`src/rtl/tiny_riscv_prog_loader.sv`:
```
// Program loader for the tiny RISC-V core: receives a LEN/data/CHK frame over a nibble link,
// writes the bytes into the instruction RAM and releases the core only after the checksum matches.
module tiny_riscv_prog_loader #(
  parameter int DATA_WIDTH     = 8,
  parameter int ADDR_WIDTH     = 4,
  parameter int TIMEOUT_CYCLES = 255
) (
  input  logic                  clk,
  input  logic                  rst_n,
  input  logic                  i_ld_start,
  input  logic                  i_nib_valid,
  input  logic [3:0]            i_nib_data,
  output logic                  o_nib_ready,
  output logic                  o_mem_we,
  output logic [ADDR_WIDTH-1:0] o_mem_addr,
  output logic [DATA_WIDTH-1:0] o_mem_wdata,
  output logic                  o_core_hold,
  output logic                  o_ld_busy,
  output logic                  o_ld_done,
  output logic                  o_ld_err,
  output logic [ADDR_WIDTH:0]   o_word_count
);
  localparam int                TW       = $clog2(TIMEOUT_CYCLES + 1);
  localparam logic [7:0]        MAX_LEN  = 8'(2 ** ADDR_WIDTH);
  localparam logic [TW-1:0]     TMO_LAST = TW'(TIMEOUT_CYCLES - 1);
  localparam logic [ADDR_WIDTH:0] WC_ONE = {{ADDR_WIDTH{1'b0}}, 1'b1};

  typedef enum logic [2:0] {
    S_IDLE   = 3'd0,
    S_HDR    = 3'd1,
    S_DATA   = 3'd2,
    S_WRITE  = 3'd3,
    S_CHK    = 3'd4,
    S_VERIFY = 3'd5,
    S_DONE   = 3'd6,
    S_ERROR  = 3'd7
  } state_t;

  state_t                r_state;
  state_t                w_state_nxt;
  logic                  r_phase;
  logic [3:0]            r_hi;
  logic [ADDR_WIDTH:0]   r_len;
  logic [7:0]            r_acc;
  logic [7:0]            r_chk;
  logic [TW-1:0]         r_timer;
  logic                  r_nib_ready;
  logic                  r_we;
  logic [ADDR_WIDTH-1:0] r_addr;
  logic [DATA_WIDTH-1:0] r_wdata;
  logic                  r_hold;
  logic                  r_busy;
  logic                  r_done;
  logic                  r_err;
  logic [ADDR_WIDTH:0]   r_wc;

  logic                  w_rx;
  logic                  w_xfer;
  logic                  w_lo_xfer;
  logic                  w_tmo;
  logic                  w_start;
  logic [7:0]            w_byte;
  logic [ADDR_WIDTH:0]   w_wc_inc;

  assign w_rx      = (r_state == S_HDR) || (r_state == S_DATA) || (r_state == S_CHK);
  assign w_xfer    = i_nib_valid & r_nib_ready;
  assign w_lo_xfer = w_xfer & r_phase;
  assign w_tmo     = w_rx & ~w_xfer & (r_timer == TMO_LAST);
  assign w_start   = i_ld_start &
                     ((r_state == S_IDLE) || (r_state == S_DONE) || (r_state == S_ERROR));
  assign w_byte    = {r_hi, i_nib_data};
  assign w_wc_inc  = r_wc + WC_ONE;

  // State register
  always_ff @(posedge clk or negedge rst_n) begin
    if (!rst_n) begin
      r_state <= S_IDLE;
    end else begin
      r_state <= w_state_nxt;
    end
  end

  // Next-state logic
  always_comb begin
    w_state_nxt = r_state;
    case (r_state)
      S_IDLE, S_DONE, S_ERROR: begin
        if (w_start) w_state_nxt = S_HDR;
        else         w_state_nxt = r_state;
      end
      S_HDR: begin
        if (w_tmo)                                         w_state_nxt = S_ERROR;
        else if (w_lo_xfer && (w_byte == 8'd0 || w_byte > MAX_LEN)) w_state_nxt = S_ERROR;
        else if (w_lo_xfer)                                w_state_nxt = S_DATA;
        else                                               w_state_nxt = S_HDR;
      end
      S_DATA: begin
        if (w_tmo)          w_state_nxt = S_ERROR;
        else if (w_lo_xfer) w_state_nxt = S_WRITE;
        else                w_state_nxt = S_DATA;
      end
      S_WRITE: begin
        if (w_wc_inc < r_len) w_state_nxt = S_DATA;
        else                  w_state_nxt = S_CHK;
      end
      S_CHK: begin
        if (w_tmo)          w_state_nxt = S_ERROR;
        else if (w_lo_xfer) w_state_nxt = S_VERIFY;
        else                w_state_nxt = S_CHK;
      end
      S_VERIFY: begin
        if (r_chk == r_acc) w_state_nxt = S_DONE;
        else                w_state_nxt = S_ERROR;
      end
      default: w_state_nxt = S_IDLE;
    endcase
  end

  // Datapath and registered outputs; status flags follow the state being entered
  always_ff @(posedge clk or negedge rst_n) begin
    if (!rst_n) begin
      r_phase     <= 1'b0;
      r_hi        <= 4'd0;
      r_len       <= '0;
      r_acc       <= 8'd0;
      r_chk       <= 8'd0;
      r_timer     <= '0;
      r_nib_ready <= 1'b0;
      r_we        <= 1'b0;
      r_addr      <= '0;
      r_wdata     <= '0;
      r_hold      <= 1'b1;
      r_busy      <= 1'b0;
      r_done      <= 1'b0;
      r_err       <= 1'b0;
      r_wc        <= '0;
    end else begin
      r_nib_ready <= (w_state_nxt == S_HDR) || (w_state_nxt == S_DATA) || (w_state_nxt == S_CHK);
      r_we        <= (w_state_nxt == S_WRITE);
      r_hold      <= (w_state_nxt != S_DONE);
      r_busy      <= (w_state_nxt != S_IDLE) && (w_state_nxt != S_DONE) &&
                     (w_state_nxt != S_ERROR);

      if (!w_rx)       r_timer <= '0;
      else if (w_xfer) r_timer <= '0;
      else             r_timer <= r_timer + TW'(1);

      if (w_xfer) begin
        r_phase <= ~r_phase;
        if (!r_phase) r_hi <= i_nib_data;
      end

      if (r_state == S_VERIFY && w_state_nxt == S_DONE) r_done <= 1'b1;
      if (w_state_nxt == S_ERROR && r_state != S_ERROR) r_err <= 1'b1;

      case (r_state)
        S_HDR: begin
          if (w_lo_xfer) r_len <= w_byte[ADDR_WIDTH:0];
        end
        S_DATA: begin
          if (w_lo_xfer) begin
            r_wdata <= DATA_WIDTH'(w_byte);
            r_addr  <= r_wc[ADDR_WIDTH-1:0];
            r_acc   <= r_acc + w_byte;
          end
        end
        S_WRITE: r_wc <= w_wc_inc;
        S_CHK: begin
          if (w_lo_xfer) r_chk <= w_byte;
        end
        default: ;
      endcase

      // A new frame wipes the previous frame's status and accumulators
      if (w_start) begin
        r_done  <= 1'b0;
        r_err   <= 1'b0;
        r_wc    <= '0;
        r_acc   <= 8'd0;
        r_timer <= '0;
        r_phase <= 1'b0;
      end
    end
  end

  assign o_nib_ready  = r_nib_ready;
  assign o_mem_we     = r_we;
  assign o_mem_addr   = r_addr;
  assign o_mem_wdata  = r_wdata;
  assign o_core_hold  = r_hold;
  assign o_ld_busy    = r_busy;
  assign o_ld_done    = r_done;
  assign o_ld_err     = r_err;
  assign o_word_count = r_wc;

endmodule
```
`config.mk`:
```
export PLATFORM = sky130hd
export DESIGN_NAME = tiny_riscv_prog_loader
export DESIGN_NICKNAME = d
export VERILOG_FILES = /design/src/rtl/tiny_riscv_prog_loader.sv
export SDC_FILE = /design/constraint.sdc
export NUM_CORES = 1
export LEC_CHECK = 0
export CAP_MARGIN = 20
export CORE_AREA = 5 5 93 95
export CTS_CLUSTER_SIZE = 40
export DETAILED_ROUTE_END_ITERATION = 8
export DIE_AREA = 0 0 98 100
export PLACE_DENSITY = 0.64
export SYNTH_ARGS = -nofsm -noshare
export SYNTH_HDL_FRONTEND = slang
export SYNTH_SLANG_ARGS = --single-unit
```
`constraint.sdc`:
```
create_clock -name clk -period 3.6 [get_ports clk]
set_clock_uncertainty 0.15 [all_clocks]
set_input_delay 1.08 -clock clk [delete_from_list [all_inputs] [get_ports clk]]
set_output_delay 1.08 -clock clk [all_outputs]
set_load 0.02 [all_outputs]
```
==> results_dict.tcl <==
set metrics [dict create \
    diodes 0 \
    numCtsBuffers 9 \
    path_cells "clkdlybuf4s50_1 > nor4_1 > xnor2_1 > a21boi_0 > a211o_1 > o31a_1 > mux2_2" \
    reg2reg_slack_ns 0.86 \
    dp_slack_ns -0.0182 \
    leakage_nw 1.73 \
    synth_warnings 0 \
    cts_root_buffer "clkbuf_8" \
    max_cap_violations 0 \
    drtIter0Drc 133 \
    startpoint_type "input port" \
    syn_to_final_growth_pct 21.8 \
    hold_ws_ns 0.334 \
    p_seq_share_pct 36.2 \
    post-dp-hpwl_um 4580 \
    nNetsFinal 349 \
    min_period_ns 3.23 \
    grt_pass1_vias 2282 \
    holdBufCountCts 0 \
    via_per_inst 5.01 \
    drive_above_1_share_pct 16.4 \
    postRouteAntennaNets 0 \
    grt_start_max_net_pins 36 \
    arrival_ns 3.31 \
    final_cells 431 \
    start_util_pct 40.2 \
    whs_path_depth 2 \
    synthCells 285 \
    clockPowerShare_pct 20.5 \
    htreeDepth 3 \
    clock_latency_ns 0.35 \
    syn_avg_cell_area_sq_um 10.8 \
    antenna_found_initial 0 \
    critPathKind "input port to flop" \
    critical_path.max_stage_delay_ns 0.52 \
    async_flop_share_pct 100 \
    dp_cells 416 \
    r2r_end "o_nib_ready" \
    cp_max_fo 7 \
    max_slew_margin_pct 48.0 \
    fmax_mhz 310 \
    ys.flop_type "dfrtp_1" \
    rr_worst_depth 8 \
    fin_setup_tns_ns 0 \
    cts.clk_slew.worst_paths_ns 0.06 \
    gr-total-overflow 0 \
    status "finished, final reports clean" \
    ys_ff_latch 60 \
    chipHeight_um 100 \
    yosysTopAreaCell "dfrtp_1" \
    ys_types 42 \
    synth_area_sq_mm 0.00307 \
    end_kind "flop" \
    setup_viol 0 \
    combPwrFrac_pct 43.4 \
    crit_slowest_cell "clkdlybuf4s50_1" \
    drc 0 \
    drt_first_pass_iters 4 \
    clock_sinks 60 \
    yosysSeqAreaShare_pct 48.9 \
    rr_startpoint "r_state[1]" \
    ir_drop_uv 290 \
    netlist.area_leader.share_pct 48.1 \
    cts_tree "yes" \
    post_cts_resized 0 \
    power_density_mw_per_mm2 842 \
    switching_share_pct 38.4 \
    postLayoutCellArea_sq_mm 0.00374 \
    synth_edf_count 0 \
    vias 2159 \
    grt_pass1_wl_um 11100 \
    p_int_mw 1.94 \
    coreArea_sq_mm 0.00765 \
    hold_path_end "o_ld_done" \
    n_fill_cell 724 \
    final.setup.worst_slack_ns 0.371 \
    worstMarginPinSlew_ns 0.779 \
    placed_area_sq_mm 0.00353 \
    p_sw_mw 1.21 \
    die_w_um 98 \
    grt_usage_pct 14.2 \
    rsz0062_at_grt "no" \
    wirelength_um 6380 \
    slew_violations 0 \
    synth.area.top_cells "dfrtp_1, mux2_2, xor2_1" \
    synth_nets 309 \
    dieArea_sq_mm 0.00980 \
    cts_buffer_depth 2 \
    min_path_type "flop to flop" \
    hold_viol 0 \
    cts_setup_buffers 0 \
    routedWlPerCell_um 14.8 \
    io_buffers 30 \
    critical_path_required_ns 3.68 \
    rows 32 \
    routabilityCongestion 0.847 \
    post-route-period-util_pct 89.7 \
    io_pins 31 \
    hold_start "o_ld_done" \
]
-- sequential cells by signal, summed over array words and instances, names as in the netlist --
register and count:
r_acc 8, r_chk 8, r_timer 8, o_nib_ready 1
o_ld_busy 1, r_len 5, r_state 3, o_core_hold 1
o_mem_addr 4, r_phase 1, o_ld_done 1, r_hi 4
o_mem_we 1, o_mem_wdata 8, o_ld_err 1, o_word_count 5
-- worst max-delay path, delay by kind of cell --
kind                   cells  cell delay [ns]
XOR/XNOR                   1             0.20
AND/OR/NAND/NOR            1             0.44
AO/OA/AOI/OAI              3             0.78
multiplexers               1             0.29
buffers and inverters      1             0.52
-- synthesized netlist by cell type, types with 2 or more instances --
cell type	number
nand2_1	22
or3_1	4
nor2_1	20
buf_2	2
a21o_1	3
nor2b_1	2
clkbuf_1	8
a211o_1	2
o21ai_0	20
a31oi_1	2
xor2_1	22
xnor2_1	7
dfrtp_1	59
nand4_1	3
and2_1	2
mux2_2	27
nor3_1	3
nand3_1	17
a21oi_1	11
nor4_1	4
ha_1	15
inv_1	10
-- layout make-up --
type / count / area (sq um) / share of cell area (%)
clock buffer: 10 / 128 / 3.41
clock inverter: 5 / 77.6 / 2.07
inverter: 10 / 37.5 / 1.00
multi-input combinational: 205 / 1490 / 39.9
sequential: 60 / 1500 / 40.2
tap: 102 / 128 / 3.41
timing repair buffer: 39 / 375 / 10.0
-- worst max path at each step --
stage                        startpoint           to  slack (ns)  cells after the start
final                     i_nib_data[0]  o_nib_ready        0.37                      7
after global routing      i_nib_data[0]    o_ld_busy        0.16                      8
after CTS                 i_nib_data[0]  o_nib_ready        0.35                      7
after detailed placement  i_nib_data[0]  o_nib_ready       -0.02                      7
after global placement    i_nib_data[0]  o_nib_ready        0.05                      7
after floorplan             i_nib_valid  o_nib_ready        0.61                      7
-- cells by family (layout without fill, tap and decap cells) --
kind of cell               after synthesis  after routing  synth area share [%]
and+or+nand+nor                         81             81                  12.4
DFF                                     60             60                  48.9
AOI/OAI and AO/OA                       52             52                  11.2
xor gates and xnor gates                29             29                  8.27
muxes                                   27             27                  9.90
buffers and inverters                   20             64                  2.53
adders and majority gates               16             16                  6.76
-- power by group through the flow --
stage / clock [mW] / sequential, mW / combinational [mW]
final: 0.645 / 1.14 / 1.37
after CTS: 0.664 / 1.14 / 1.38
after detailed placement: 0 / 1.15 / 1.37
after floorplan: 0 / 1.15 / 0.954
after global routing: 0.697 / 1.18 / 1.52
after global placement: 0 / 1.15 / 1.35
-- per-layer routing --
layer	global-route usage, %	vias up	wire [um]
met5	0	-	0
met4	5.11	0	89
met3	4.66	6	265
met2	22.0	34	2910
met1	18.6	1035	3110
li1	-	1084	-
-- layout by cell type (no fill, tap or decap), types with 2 or more instances in the layout --
master           netlist  routed
dfrtp_1               59      59
clkdlybuf4s50_1        0      29
mux2_2                27      27
xor2_1                22      22
nand2_1               22      22
o21ai_0               20      20
nor2_1                20      20
nand3_1               17      17
ha_1                  15      15
a21oi_1               11      11
inv_1                 10      10
clkbuf_8               0       9
buf_4                  0       8
xnor2_1                7       7
nor4_1                 4       4
or3_1                  4       4
nand4_1                3       3
a21o_1                 3       3
nor3_1                 3       3
and2_1                 2       2
a31oi_1                2       2
nor2b_1                2       2
a211o_1                2       2
clkinv_2               0       2
bufinv_16              0       2
-- stage by stage --
step | util, % | total power, mW
3_3_place_gp | 46.2 | 2.50
6_report | 48.9 | 3.15
5_1_grt | 48.9 | 3.39
4_1_cts | 48.9 | 3.18
3_5_place_dp | 46.2 | 2.53
2_1_floorplan | - | 2.11
Power figures use the tool's default switching activity.
